<file path="src/rtl/parity3_frame_tx_if.sv">
// Word handshake between a 3-bit word producer and the parity frame transmitter.
// The producer drives valid/data; the transmitter answers with ready.
interface parity3_frame_tx_if;
  logic       in_valid;
  logic [2:0] in_data;
  logic       in_ready;

  modport master (
    output in_valid,
    output in_data,
    input  in_ready
  );

  modport slave (
    input  in_valid,
    input  in_data,
    output in_ready
  );
endinterface : parity3_frame_tx_if

</file>
<file path="src/rtl/parity3_frame_tx.sv">
// Serializes a 3-bit word as start, d0, d1, d2, parity, stop on a single line.
// Each frame bit is held for CLKS_PER_BIT cycles; one frame in flight at a time.
module parity3_frame_tx #(
  parameter int CLKS_PER_BIT = 4,
  parameter bit PARITY_ODD   = 1'b1
) (
  input  logic                  clk,
  input  logic                  rst_n,
  parity3_frame_tx_if.slave     in_if,
  output logic                  tx,
  output logic                  busy,
  output logic                  parity_out,
  output logic                  frame_done
);

  localparam int TW = (CLKS_PER_BIT > 1) ? $clog2(CLKS_PER_BIT) : 1;
  localparam logic [TW-1:0] TIMER_LAST = TW'(CLKS_PER_BIT - 1);
  localparam logic [1:0]    LAST_DATA_BIT = 2'd2;

  typedef enum logic [2:0] {
    S_IDLE   = 3'd0,
    S_START  = 3'd1,
    S_DATA   = 3'd2,
    S_PARITY = 3'd3,
    S_STOP   = 3'd4
  } state_e;

  // Same function as the SOP parity generator, selected by PARITY_ODD.
  function automatic logic parity3(input logic [2:0] w);
    logic x;
    x = w[2] ^ w[1] ^ w[0];
    if (PARITY_ODD) begin
      parity3 = ~x;
    end else begin
      parity3 = x;
    end
  endfunction

  function automatic logic line_level(
    input state_e     st,
    input logic [1:0] idx,
    input logic [2:0] word,
    input logic       par
  );
    logic lvl;
    case (st)
      S_IDLE:   lvl = 1'b1;
      S_START:  lvl = 1'b0;
      S_DATA: begin
        case (idx)
          2'd0:    lvl = word[0];
          2'd1:    lvl = word[1];
          2'd2:    lvl = word[2];
          default: lvl = 1'b1;
        endcase
      end
      S_PARITY: lvl = par;
      S_STOP:   lvl = 1'b1;
      default:  lvl = 1'b1;
    endcase
    line_level = lvl;
  endfunction

  state_e          state_q, state_d;
  logic [TW-1:0]   timer_q, timer_d;
  logic [1:0]      bit_idx_q, bit_idx_d;
  logic [2:0]      data_q, data_d;
  logic            parity_q, parity_d;
  logic            tx_q, tx_d;
  logic            frame_done_q, frame_done_d;
  logic            bit_end;

  assign bit_end = (timer_q == TIMER_LAST);

  // Next-state, bit timer and word latch; in_* only reach outputs through flops.
  always_comb begin
    state_d      = state_q;
    timer_d      = timer_q;
    bit_idx_d    = bit_idx_q;
    data_d       = data_q;
    parity_d     = parity_q;
    frame_done_d = 1'b0;

    case (state_q)
      S_IDLE: begin
        timer_d   = {TW{1'b0}};
        bit_idx_d = 2'd0;
        if (in_if.in_valid) begin
          data_d   = in_if.in_data;
          parity_d = parity3(in_if.in_data);
          state_d  = S_START;
        end else begin
          state_d  = S_IDLE;
        end
      end

      S_START: begin
        if (bit_end) begin
          timer_d   = {TW{1'b0}};
          bit_idx_d = 2'd0;
          state_d   = S_DATA;
        end else begin
          timer_d   = timer_q + TW'(1);
        end
      end

      S_DATA: begin
        if (bit_end) begin
          timer_d = {TW{1'b0}};
          if (bit_idx_q == LAST_DATA_BIT) begin
            bit_idx_d = 2'd0;
            state_d   = S_PARITY;
          end else begin
            bit_idx_d = bit_idx_q + 2'd1;
          end
        end else begin
          timer_d = timer_q + TW'(1);
        end
      end

      S_PARITY: begin
        if (bit_end) begin
          timer_d = {TW{1'b0}};
          state_d = S_STOP;
        end else begin
          timer_d = timer_q + TW'(1);
        end
      end

      S_STOP: begin
        if (bit_end) begin
          timer_d      = {TW{1'b0}};
          state_d      = S_IDLE;
          frame_done_d = 1'b1;
        end else begin
          timer_d = timer_q + TW'(1);
        end
      end

      default: begin
        state_d   = S_IDLE;
        timer_d   = {TW{1'b0}};
        bit_idx_d = 2'd0;
      end
    endcase

    // Line level is registered from the next state so tx changes on the same edge as the state.
    tx_d = line_level(state_d, bit_idx_d, data_d, parity_d);
  end

  // State register with synchronous active-low reset; reset abandons any frame in flight.
  always_ff @(posedge clk) begin
    if (!rst_n) begin
      state_q      <= S_IDLE;
      timer_q      <= {TW{1'b0}};
      bit_idx_q    <= 2'd0;
      data_q       <= 3'd0;
      parity_q     <= 1'b0;
      tx_q         <= 1'b1;
      frame_done_q <= 1'b0;
    end else begin
      state_q      <= state_d;
      timer_q      <= timer_d;
      bit_idx_q    <= bit_idx_d;
      data_q       <= data_d;
      parity_q     <= parity_d;
      tx_q         <= tx_d;
      frame_done_q <= frame_done_d;
    end
  end

  assign in_if.in_ready = (state_q == S_IDLE);
  assign busy           = (state_q != S_IDLE);
  assign tx             = tx_q;
  assign parity_out     = parity_q;
  assign frame_done     = frame_done_q;

endmodule : parity3_frame_tx
</file>
<file path="src/flat_wrapper.sv">
// flat-port wrapper written by rule: the top's interface ports become plain ports
module parity3_frame_tx_flat 
#(
  parameter int CLKS_PER_BIT = 4,
  parameter bit PARITY_ODD   = 1'b1
)
  (clk, rst_n, tx, busy, parity_out, frame_done, in_if_in_valid, in_if_in_data, in_if_in_ready);
  parity3_frame_tx_if in_if_i ();
  input  logic clk;
  input  logic rst_n;
  output logic tx;
  output logic busy;
  output logic parity_out;
  output logic frame_done;
  input wire logic [$bits(in_if_i.in_valid)-1:0] in_if_in_valid;
  input wire logic [$bits(in_if_i.in_data)-1:0] in_if_in_data;
  output wire logic [$bits(in_if_i.in_ready)-1:0] in_if_in_ready;
  assign in_if_i.in_valid = in_if_in_valid;
  assign in_if_i.in_data = in_if_in_data;
  assign in_if_in_ready = in_if_i.in_ready;
  parity3_frame_tx #(.CLKS_PER_BIT(CLKS_PER_BIT), .PARITY_ODD(PARITY_ODD)) u_core (.clk(clk), .rst_n(rst_n), .in_if(in_if_i), .tx(tx), .busy(busy), .parity_out(parity_out), .frame_done(frame_done));
endmodule
</file>
<file path="config.mk">
export PLATFORM = sky130hd
export DESIGN_NAME = parity3_frame_tx_flat
export DESIGN_NICKNAME = d
export VERILOG_FILES = /design/src/rtl/parity3_frame_tx_if.sv /design/src/rtl/parity3_frame_tx.sv /design/src/flat_wrapper.sv
export SDC_FILE = /design/constraint.sdc
export NUM_CORES = 1
export LEC_CHECK = 0
export ABC_CLOCK_PERIOD_IN_PS = 4400
export BUFFER_PORTS_ARGS = -buffer_cell sky130_fd_sc_hd__buf_2
export CAP_MARGIN = 20
export CORE_MARGIN = 2
export CORE_UTILIZATION = 35
export CTS_CLUSTER_SIZE = 8
export DETAILED_ROUTE_END_ITERATION = 8
export PLACE_DENSITY = 0.52
export SLEW_MARGIN = 20
export SYNTH_ARGS = -nofsm -noshare
export SYNTH_HDL_FRONTEND = slang
export SYNTH_SLANG_ARGS = --single-unit
</file>
<file path="constraint.sdc">
create_clock -name clk -period 4.4 [get_ports clk]
set_clock_uncertainty 0.15 [all_clocks]
set_input_delay 0.88 -clock clk [delete_from_list [all_inputs] [get_ports clk]]
set_output_delay 0.88 -clock clk [all_outputs]
set_load 0.01 [all_outputs]
</file>
Word-level counts from Yosys, hierarchy flattened
Index checks and enable logic that the tools add are counted.
{ "classes": {"add_sub_neg": 2, "n_eq_ne": 11, "n_mux": 18, "n_bitwise": 5, "n_reduce_logical": 7} }
{ "op_table": {"columns": ["op", "n"], "rows": [
  ["two-way mux 3 bit", 7],
  ["one-hot mux 3 bit (5 select lines)", 1],
  ["== test 3 x 2 -> 1 bit (second input constant)", 4],
  ["== test 2 bit (second input constant)", 3],
  ["== test 3 x 1 -> 1 bit (second input constant)", 2],
  ["two-way mux 2 bit", 3],
  ["one-hot mux 1 bit (3 select lines)", 2],
  ["one-hot mux 2 bit (3 select lines)", 1],
  ["adder 2 x 1 -> 2 bit (second input constant)", 2],
  ["two-way mux 1 bit", 4],
  ["OR reduction 4 bit", 1],
  ["== test 3 bit (second input constant)", 1],
  ["zero test 3 bit", 1],
  ["inverter 1 bit", 3],
  ["nonzero test 3 bit", 1],
  ["OR reduction 3 bit", 1],
  ["== test 2 x 1 -> 1 bit (second input constant)", 1],
  ["zero test 2 bit", 1],
  ["AND reduction 2 bit", 1],
  ["OR reduction 2 bit", 1],
  ["bitwise XOR 1 bit", 2]
]} }
{ "totals": {"register_bits": 13, "inputBits": 6, "out_inout_bits": 5, "wordCells": 50} }

Logic depth before layout (Yosys ltp)
Gate-level depths: netlist (run 1).
{ "depth": {"depth_word": 7, "depth_mapped": 7, "mapped_depth_nobuf": 6} }

Worst setup path before layout (run 1)
OpenSTA, ideal clock, no wires.
{ "synth_path": {"path_type": "in2reg", "startpoint": "input in_if_in_valid", "endpoint": "register u_core.tx_q, in the netlist u_core.tx", "setup_time_ns": 0.122, "t_arrival_ns": 1.737, "t_required_ns": 4.128, "setup_slack_ns": 2.391, "stages": 5, "n_path_buf": 1, "cell_sequence": "and2_1 buf_2 mux2i_1 o21ai_1 o32a_1"} }
{ "synth_between": {"elab_chain_len": 4, "word_cells_on_any_way": 11, "cone_classes": "3 x eq/ne; 8 x mux"} }
{ "synth_lines": {"columns": ["element", "line", "text"], "rows": [
  ["start, declared", "flat_wrapper.sv:15", "input wire logic [$bits(in_if_i.in_valid)-1:0] in_if_in_valid;"],
  ["two-way mux 1 bit or two-way mux 3 bit (tied branches)", "parity3_frame_tx.sv:88", "if (in_if.in_valid) begin"],
  ["one-hot mux 3 bit (5 select lines) or two-way mux 3 bit (tied branches)", "parity3_frame_tx.sv:84", "case (state_q)"],
  ["== test 3 x 2 -> 1 bit (tied with other cells)", "parity3_frame_tx.sv:46", "case (st)"],
  ["one-hot mux 1 bit (3 select lines) (*)", "parity3_frame_tx.sv:46", null],
  ["end signal, assigned", "parity3_frame_tx.sv:167", "tx_q <= tx_d;"],
  ["end, declared", "parity3_frame_tx.sv:69", "logic tx_q, tx_d;"]
]} }
Every way passes the cells marked *; elsewhere a longest branch is shown, timed or not.
A chain may end at the register's enable or synchronous reset.

Final worst setup path (run 1)
{ "layout_path": {"startpoint": "register u_core.state_q[2]", "endpoint": "output busy"} }
{ "layout_between": {"elab_chain_len": 1} }
{ "layout_lines": {"columns": ["element", "line", "text"], "rows": [
  ["start, declared", "parity3_frame_tx.sv:64", "state_e state_q, state_d;"],
  ["start signal, assigned", "parity3_frame_tx.sv:162", "state_q <= state_d;"],
  ["nonzero test 3 bit", "parity3_frame_tx.sv:173", "assign busy = (state_q != S_IDLE);"],
  ["end, declared", "flat_wrapper.sv:12", "output logic busy;"]
]} }
No other way between the ends.

==> results.sh, run 1 <==
export IMPL_crit_path_max_fanout=13
export IMPL_slew_headroom_pct=69.9
export IMPL_worstReg2RegEnd="u_core.tx"
export IMPL_fin_crit_ps=2200
export IMPL_synthXorXnorAreaFrac_pct=3.57
export IMPL_n_antenna_cell=0
export IMPL_setup_worst_path_start="u_core.state_q[2]"
export IMPL_clk_insertion_delay_late_ps=280
export IMPL_die_h_um=49.9
export IMPL_dp_final_hpwl_um=1050
export IMPL_cts_tree="done"
export IMPL_gp_congestion=0.749
export IMPL_seq_area_um2=260
export IMPL_r2r_cells=6
export IMPL_cts_buffer_depth=2
export IMPL_worst_r2r_startpoint="u_core.timer_q[0]"
export IMPL_drt_pass1_iter_count=4
export IMPL_remaining_drc_errors=0
export IMPL_synth_compound_area_share_pct=14.8
export IMPL_synth_simple_gate_area_share_pct=28.2
export IMPL_wl_um=1360
export IMPL_synthTopCellsByArea="dfxtp_1 (35%), nor2b_1 (4.2%), mux2i_1 (4.1%)"
export IMPL_multiInputGateArea_um2=423
export IMPL_fillers=214
export IMPL_ys_types=34
export IMPL_slew_viol_final=0
export IMPL_setup_viol=0
export IMPL_netlist_instances=81
export IMPL_cts_root_buf="clkbuf_4"
export IMPL_grt_max_degree=14
export IMPL_syn_num_nets=89
export IMPL_dieArea_mm2=0.00249
export IMPL_setup_worst_path_class="flip-flop to output port"
export IMPL_tns_ps=0
export IMPL_via_per_inst=4.80
export IMPL_grt_pass1_vias=548
export IMPL_hold_end="u_core.timer_q[0]"
export IMPL_synthFlopType="dfxtp_1"
export IMPL_netlist_area_leader_share_pct=35.3
export IMPL_tightest_slew_ps=451
export IMPL_syn_to_final_growth_pct=10.4
export IMPL_reg2reg_slack_ps=2410
export IMPL_min_path_cells=1
export IMPL_fin_nets=99
export IMPL_fin_hold_ws_ps=316
export IMPL_cts_sinks=13
export IMPL_p_sw_share_pct=26.2
export IMPL_synthAdderAreaFrac_pct=4.75
export IMPL_netlist_area_um2=737
export IMPL_ctsHoldBuffers=0
export IMPL_synth_top_family_by_area="simple AND/OR/NAND/NOR gates"
export IMPL_die_x_um=49.9
export IMPL_routedWlPerCell_um=11.6
export IMPL_critPathRequiredTime_ps=3370
export IMPL_min_from="u_core.timer_q[0]"
export IMPL_hold_path_class="flip-flop to flip-flop"
export IMPL_initial_core_util_pct=37.2
export IMPL_powerDensity_mw_per_mm2=284
export IMPL_antenna_found_initial=0
export IMPL_ir_worst_vdd_mv=0.139
export IMPL_ys_seq_elements=13
export IMPL_start_kind="flip-flop"
export IMPL_rows=16
export IMPL_min_period_over_period_pct=50.0
export IMPL_p_leak_nw=0.332
export IMPL_most_common_layout_cells="dfxtp_1 (13), buf_2 (10), nor2_1 (6)"
export IMPL_grt_pass1_wl_um=2430
export IMPL_grt_overflow=0
export IMPL_yosysWarnings=0
export IMPL_drive_above_1_share_pct=22.2
export IMPL_grtUsageTotal_pct=12.8
export IMPL_rsz0062_at_grt="false"
export IMPL_internal_power_mw=0.171
export IMPL_portBuffers=10
export IMPL_synth_mux_area_fraction_pct=6.11
export IMPL_cts_max_level=1
export IMPL_status="completed"
export IMPL_end_kind="output port"
export IMPL_maxCapViolCount=0
export IMPL_p_switching_mw=0.0605
export IMPL_synthArstFlopShare_pct=0
export IMPL_ant_nets=0
export IMPL_cts_resized=0
export IMPL_io_pin_count=11
export IMPL_coreArea_mm2=0.00198
export IMPL_fmaxAchievable_mhz=454
export IMPL_drtIter0Drc=5
export IMPL_p_comb_share_pct=12.5
export IMPL_num_vias=562
export IMPL_worstPathArrival_ps=1170
export IMPL_synth_largest_area_cell="dfxtp_1"
export IMPL_cts_made_buffers=3
export IMPL_synth_edf_count=0
export IMPL_cts_setup_buffers=0
export IMPL_p_seq_share_pct=55.1
export IMPL_yosysSeqAreaShare_pct=35.3
export IMPL_synth_avg_cell_area_um2=9.10
export IMPL_finalHoldViolations=0
export IMPL_layout_commonest_cell="dfxtp_1"
export IMPL_p_clk_share_pct=32.4
export IMPL_cts_clk_slew_worst_paths_ps=90
-- cell usage after synthesis, types with 2 or more instances --
master and n:
mux2i_1 3, xnor2_1 3, inv_1 4, o21ai_0 3
o22ai_1 3, nand2_1 5, nor2b_1 5, and2_1 4
nor2_1 6, dfxtp_1 13, nand2b_1 4, a21oi_1 3
ha_1 2, buf_4 2, o32a_1 2
-- power by group through the flow --
stage | logic, mW | registers (mW) | clock network, mW
floorplan | 0.0232 | 0.129 | 0
global placement | 0.0296 | 0.130 | 0
detailed placement | 0.0295 | 0.130 | 0
CTS | 0.0296 | 0.128 | 0.0786
global route | 0.0329 | 0.128 | 0.0816
finish | 0.0290 | 0.127 | 0.0749
-- sequential cells by signal, indices dropped and copies added (netlist names) --
signal and count:
u_core.parity_out 1, u_core.data_q 3, u_core.state_q 3, u_core.tx 1, u_core.timer_q 2, u_core.bit_idx_q 2
u_core.frame_done 1
-- worst max-delay path, cell delays in order (launching register included) --
cell,delay (ps)
dfxtp_1,600
nor3_2,90
inv_1,80
buf_2,120
-- per-layer routing --
| layer | track usage [%] | vias to the layer above | wire length [µm] |
|---|---|---|---|
| li1 | - | 296 | - |
| met1 | 16.0 | 257 | 645 |
| met2 | 21.1 | 7 | 672 |
| met3 | 1.82 | 2 | 33 |
| met4 | 6.94 | 0 | 7 |
| met5 | 0 | - | 0 |
-- worst max-delay path by stage --
| stage | end | depth (start not counted) |
|---|---|---|
| 4_1_cts | busy | 3 |
| 6_report | busy | 3 |
| 2_1_floorplan | u_core.tx | 5 |
| 5_1_grt | busy | 3 |
| 3_3_place_gp | u_core.tx | 5 |
| 3_5_place_dp | u_core.tx | 5 |
-- cell type report --
cell class	count	share of cell area (%)
multi-input combinational	58	52.0
sequential	13	32.0
timing repair buffer	10	6.15
tap	27	4.15
clock buffer	3	2.77
inverter	5	2.31
clock inverter	1	0.615
-- cell families (layout without fill, tap and decap cells) --
logic type,after synthesis,after routing
buf+inv,10,19
fa+ha+maj,3,3
mux,4,4
compound gates,16,16
xor+xnor,3,3
flops,13,13
simple gates,32,32
-- metrics by stage --
stage / area (µm²) / power [mW] / std cells / setup WS [ps] / utilization [%]
after floorplan: 737 / 0.152 / 81 / 2390 / -
after global placement: 786 / 0.160 / 113 / 2250 / 39.6
after detailed placement: 786 / 0.160 / 113 / 2230 / 39.6
after CTS: 813 / 0.236 / 117 / 2170 / 41.0
after global routing: 813 / 0.243 / 117 / 2090 / 41.0
final: 813 / 0.231 / 117 / 2200 / 41.0
Power figures use the tool's default switching activity.
==> inputs of run 2 (changes only) <==
--- a/config.mk
+++ b/config.mk
@@ -5,7 +5,7 @@
 export SDC_FILE = /design/constraint.sdc
 export NUM_CORES = 1
 export LEC_CHECK = 0
-export ABC_CLOCK_PERIOD_IN_PS = 4400
+export ABC_CLOCK_PERIOD_IN_PS = 2100
 export BUFFER_PORTS_ARGS = -buffer_cell sky130_fd_sc_hd__buf_2
 export CAP_MARGIN = 20
 export CORE_MARGIN = 2
==> constraint.sdc (replaced) <==
create_clock -name clk -period 2.1 [get_ports clk]
set_clock_uncertainty 0.15 [all_clocks]
set_input_delay 0.42 -clock clk [delete_from_list [all_inputs] [get_ports clk]]
set_output_delay 0.42 -clock clk [all_outputs]
set_load 0.01 [all_outputs]
==> results.sh, run 2 (same netlist as run 1, synthesis figures left out) <==
export IMPL_min_period_over_period_pct=92.5
export IMPL_powerDensity_mw_per_mm2=589
export IMPL_p_leak_nw=0.340
export IMPL_cts_setup_buffers=0
export IMPL_rows=16
export IMPL_fmaxAchievable_mhz=515
export IMPL_status="completed"
export IMPL_p_switching_mw=0.124
export IMPL_via_per_inst=4.82
export IMPL_grt_overflow=0
export IMPL_worstPathArrival_ps=1960
export IMPL_clk_insertion_delay_late_ps=280
export IMPL_ant_nets=0
export IMPL_fin_area_um2=827
export IMPL_syn_to_final_growth_pct=12.2
export IMPL_grt_pass1_wl_um=2350
export IMPL_antenna_found_initial=0
export IMPL_ir_worst_vdd_mv=0.390
export IMPL_cts_tree="done"
export IMPL_path_cells="ha_1 > nand2_4 > mux2_4 > nor4b_2 > o21ai_1 > o32a_1"
export IMPL_cts_sinks=13
export IMPL_p_clk_share_pct=32.1
export IMPL_fin_crit_ps=1940
export IMPL_hold_path_class="flip-flop to flip-flop"
export IMPL_critPathRequiredTime_ps=2110
export IMPL_cts_buffer_depth=2
export IMPL_numPlacedInstances=115
export IMPL_gp_congestion=0.777
export IMPL_grtUsageTotal_pct=12.4
export IMPL_dpl_instance_area_um2=801
export IMPL_remaining_drc_errors=0
export IMPL_p_sw_share_pct=25.5
export IMPL_grt_max_degree=14
export IMPL_drtIter0Drc=2
export IMPL_die_h_um=49.9
export IMPL_fillers=206
export IMPL_end_kind="flip-flop"
export IMPL_cts_clk_slew_worst_paths_ps=80
export IMPL_setup_worst_path_class="flip-flop to flip-flop"
export IMPL_post_route_util_pct=41.7
export IMPL_slew_viol_final=0
export IMPL_cts_max_level=1
export IMPL_dieArea_mm2=0.00249
export IMPL_r2r_cells=6
export IMPL_instances_no_fill=119
export IMPL_maxCapViolCount=0
export IMPL_wl_um=1400
export IMPL_rsz0062_at_grt="false"
export IMPL_cts_root_buf="clkbuf_4"
export IMPL_slew_headroom_pct=70.2
export IMPL_tightest_slew_ps=447
export IMPL_reg_largest_list="u_core.data_q: 3 flops, u_core.state_q: 3 flops"
export IMPL_crit_path_max_fanout=6
export IMPL_cts_made_buffers=3
export IMPL_dp_final_hpwl_um=1060
export IMPL_tns_ps=0
export IMPL_routedWlPerCell_um=11.7
export IMPL_setup_viol=0
export IMPL_start_kind="flip-flop"
export IMPL_internal_power_mw=0.363
export IMPL_ctsHoldBuffers=0
export IMPL_layout_commonest_cell="dfxtp_1"
export IMPL_die_x_um=49.9
export IMPL_critPathSlowestCell="dfxtp_1"
export IMPL_coreArea_mm2=0.00198
export IMPL_initial_core_util_pct=37.2
export IMPL_n_antenna_cell=0
export IMPL_drive_above_1_share_pct=22.8
export IMPL_total_power_mw=0.487
export IMPL_min_path_cells=1
export IMPL_p_comb_share_pct=13.5
export IMPL_cts_resized=0
export IMPL_fin_nets=101
export IMPL_critical_path_max_stage_delay_ps=360
export IMPL_num_vias=574
export IMPL_portBuffers=10
export IMPL_drt_pass1_iter_count=2
export IMPL_finalHoldViolations=0
export IMPL_io_pin_count=11
export IMPL_p_seq_share_pct=54.3
export IMPL_most_common_layout_cells="dfxtp_1 (13), buf_2 (10), nor2_1 (6)"
export IMPL_grt_pass1_vias=541
[run 2: cell count changes in the layout (fill, tap and decap cells not counted), sizes merged]
cell / change
clkbuf: +1
buf: +2
clkinv: -1
[run 2: path summary, 6_finish.rpt]
check | startpoint | end | slack, ps
max | u_core.timer_q[0] | u_core.tx | 160
min | u_core.timer_q[0] | u_core.timer_q[0] | 310
min reg2reg | u_core.timer_q[0] | u_core.timer_q[0] | 310
max reg2reg | u_core.timer_q[0] | u_core.tx | 160
[run 2: final cells by class]
class	instances	area [µm²]	share of cell area (%)
clock buffers	4	26.3	3.18
inverters	5	18.8	2.27
multi-input cells	58	423	51.1
flip-flops and latches	13	260	31.5
well taps	27	33.8	4.08
repair buffers	12	65.1	7.87
[run 2: power by group through the flow]
stage                     clock (mW)  combinational (mW)  sequential (mW)
after CTS                      0.162              0.0667            0.265
after floorplan                    0              0.0486            0.269
final                          0.157              0.0658            0.265
after global routing           0.170              0.0729            0.266
after global placement             0              0.0663            0.271
after detailed placement           0              0.0663            0.271
[run 2: critical path, delay by kind of cell, from the launching register on]
kind	cells	cell delay, ps
adder cells (fa/ha/maj)	1	310
multiplexers	1	280
flip-flops	1	360
AND/OR/NAND/NOR	2	300
AO/OA/AOI/OAI	2	430
[run 2: per-layer routing]
layer | wire length, µm | vias up | global-route usage [%] | part of all wire, %
met2 | 645 | 7 | 20.9 | 46
met3 | 34 | 4 | 1.82 | 2.4
met4 | 28 | 0 | 5.56 | 2.0
li1 | - | 299 | - | -
met5 | 0 | - | 0 | 0
met1 | 688 | 264 | 15.4 | 49
[run 2: stage by stage]
| stage | hold slack, ps | setup WS [ps] |
|---|---|---|
| 2_1_floorplan | 271 | 188 |
| 3_3_place_gp | 289 | 138 |
| 3_5_place_dp | 301 | 158 |
| 4_1_cts | 315 | 141 |
| 5_1_grt | 333 | 51.9 |
| 6_report | 305 | 157 |
==> inputs of run 3 (changes only) <==
--- a/config.mk
+++ b/config.mk
@@ -5,6 +5,7 @@
 export SDC_FILE = /design/constraint.sdc
 export NUM_CORES = 1
 export LEC_CHECK = 0
+export ABC_AREA = 1
 export ABC_CLOCK_PERIOD_IN_PS = 2100
 export BUFFER_PORTS_ARGS = -buffer_cell sky130_fd_sc_hd__buf_2
 export CAP_MARGIN = 20
==> results.sh, run 3 <==
export IMPL_status="completed"
export IMPL_synth_avg_cell_area_um2=6.85
export IMPL_ctsHoldBuffers=0
export IMPL_netlist_area_um2=733
export IMPL_tightest_slew_ps=270
export IMPL_cts_max_level=1
export IMPL_netlist_instances=107
export IMPL_rows=16
export IMPL_p_sw_share_pct=28.1
export IMPL_remaining_drc_errors=0
export IMPL_antenna_found_initial=0
export IMPL_ir_worst_vdd_mv=0.451
export IMPL_finalHoldViolations=0
export IMPL_internal_power_mw=0.360
export IMPL_initial_core_util_pct=37.4
export IMPL_yosysSeqAreaShare_pct=35.5
export IMPL_fmaxAchievable_mhz=575
export IMPL_grt_pass1_vias=606
export IMPL_netlist_area_leader_share_pct=35.5
export IMPL_ys_seq_elements=13
export IMPL_ys_top_cells_by_count="nand2_1 (20), inv_1 (19), nor2_1 (17)"
export IMPL_grt_max_degree=10
export IMPL_die_h_um=49.8
export IMPL_drt_pass1_iter_count=4
export IMPL_numPlacedInstances=144
export IMPL_hold_path_class="input port to flip-flop"
export IMPL_slew_headroom_pct=81.9
export IMPL_tns_ps=0
export IMPL_start_kind="flip-flop"
export IMPL_p_clk_share_pct=32.2
export IMPL_dieArea_mm2=0.00248
export IMPL_drtIter0Drc=12
export IMPL_fillers=223
export IMPL_ant_nets=0
export IMPL_cts_tree="done"
export IMPL_worstPathArrival_ps=1170
export IMPL_layout_commonest_cell="nand2_1"
export IMPL_instances_no_fill=148
export IMPL_maxCapViolCount=0
export IMPL_syn_to_final_growth_pct=15.0
export IMPL_num_vias=665
export IMPL_cts_sinks=13
export IMPL_p_switching_mw=0.140
export IMPL_grt_overflow=0
export IMPL_syn_num_nets=115
export IMPL_min_period_over_period_pct=82.8
export IMPL_wl_um=1510
export IMPL_io_pin_count=11
export IMPL_setup_worst_path_class="flip-flop to output port"
export IMPL_most_common_layout_cells="nand2_1 (20), inv_1 (19), nor2_1 (17)"
export IMPL_synth_most_common_cell="nand2_1"
export IMPL_end_kind="output port"
export IMPL_coreArea_mm2=0.00196
export IMPL_setup_viol=0
export IMPL_cts_made_buffers=3
export IMPL_synthFlopType="dfxtp_1"
export IMPL_cts_buffer_depth=2
export IMPL_yosysWarnings=0
export IMPL_p_comb_share_pct=14.9
export IMPL_fin_nets=130
export IMPL_rsz0062_at_grt="false"
export IMPL_grtUsageTotal_pct=13.6
export IMPL_gp_congestion=0.793
export IMPL_seq_area_um2=260
export IMPL_reg_largest_list="u_core.data_q: 3 flops, u_core.state_q: 3 flops"
export IMPL_p_leak_nw=0.426
export IMPL_cts_setup_buffers=0
export IMPL_cts_resized=0
export IMPL_drive_above_1_share_pct=21.5
export IMPL_powerDensity_mw_per_mm2=593
export IMPL_total_power_mw=0.500
export IMPL_slew_viol_final=0
export IMPL_via_per_inst=4.49
export IMPL_crit_path_max_fanout=7
export IMPL_clk_insertion_delay_late_ps=280
export IMPL_synthTopCellsByArea="dfxtp_1 (35%), nand2_1 (10%), inv_1 (9.7%)"
export IMPL_ys_types=21
export IMPL_grt_pass1_wl_um=2510
export IMPL_n_antenna_cell=0
export IMPL_dp_final_hpwl_um=1230
export IMPL_multiInputGateArea_um2=387
export IMPL_p_seq_share_pct=52.9
export IMPL_synthArstFlopShare_pct=0
export IMPL_critPathRequiredTime_ps=1530
export IMPL_synth_largest_area_cell="dfxtp_1"
export IMPL_die_x_um=49.8
export IMPL_cts_clk_slew_worst_paths_ps=80
export IMPL_synth_edf_count=0
export IMPL_routedWlPerCell_um=10.2
export IMPL_cts_root_buf="clkbuf_4"
export IMPL_portBuffers=10
export IMPL_fin_crit_ps=1740
-- run 3: changes by cell type after synthesis, sizes merged, moves of 5 or more --
cell,before,now
inv,5,22
nand2,6,23
nand3,0,12
nor2,6,19
nor2b,5,0
-- run 3: critical path, cell delays in order, from the launching register on --
cell     delay (ps)
dfxtp_1         390
nor2_4          220
nand2_2          80
inv_2            80
buf_2           130
-- run 3: area by class of cell --
type,instances,share of cell area [%]
multi-input cells,71,45.8
well taps,27,4.01
clock buffers,4,3.12
inverters,23,10.2
repair buffers,10,5.93
flip-flops and latches,13,30.9
-- run 3: worst paths after layout --
path / cells after the start / to / slack [ps] / startpoint
worst min-delay path: 3 / u_core.bit_idx_q[1] / 220 / rst_n
worst max-delay path: 4 / in_if_in_ready / 360 / u_core.state_q[1]
worst min register to register: 1 / u_core.timer_q[0] / 320 / u_core.timer_q[0]
worst max register to register: 8 / u_core.tx / 540 / u_core.timer_q[0]
-- run 3: layer usage --
layer	share of wire (%)	track usage (%)
met1	51	18.1
met2	43	21.3
met3	3.2	1.82
met4	2.5	6.94
met5	0	0
-- run 3: power by group through the flow --
stage,clock (mW),combinational (mW),sequential [mW]
floorplan,0,0.0493,0.271
global placement,0,0.0752,0.270
detailed placement,0,0.0760,0.270
CTS,0.168,0.0761,0.264
global route,0.179,0.0854,0.266
finish,0.161,0.0746,0.264
-- run 3: logic make-up (layout without fill, tap and decap cells) --
| logic type | count (synthesis) | in the layout | share of synthesized area (%) |
|---|---|---|---|
| flops | 13 | 13 | 35.5 |
| buf+inv | 23 | 37 | 11.8 |
| simple gates | 60 | 60 | 41.5 |
| xor+xnor | 2 | 2 | 2.39 |
| compound gates | 7 | 7 | 5.46 |
| fa+ha+maj | 2 | 2 | 3.41 |
-- run 3: metrics by stage --
stage          utilization (%)  instance area [µm²]  hold WS (ps)  setup slack (ps)
6_report                  43.0                  843           219               360
3_5_place_dp              41.6                  817           309               534
2_1_floorplan                -                  733           271               661
4_1_cts                   43.0                  843           219               343
5_1_grt                   43.0                  843           253               272
3_3_place_gp              41.6                  817           281               576
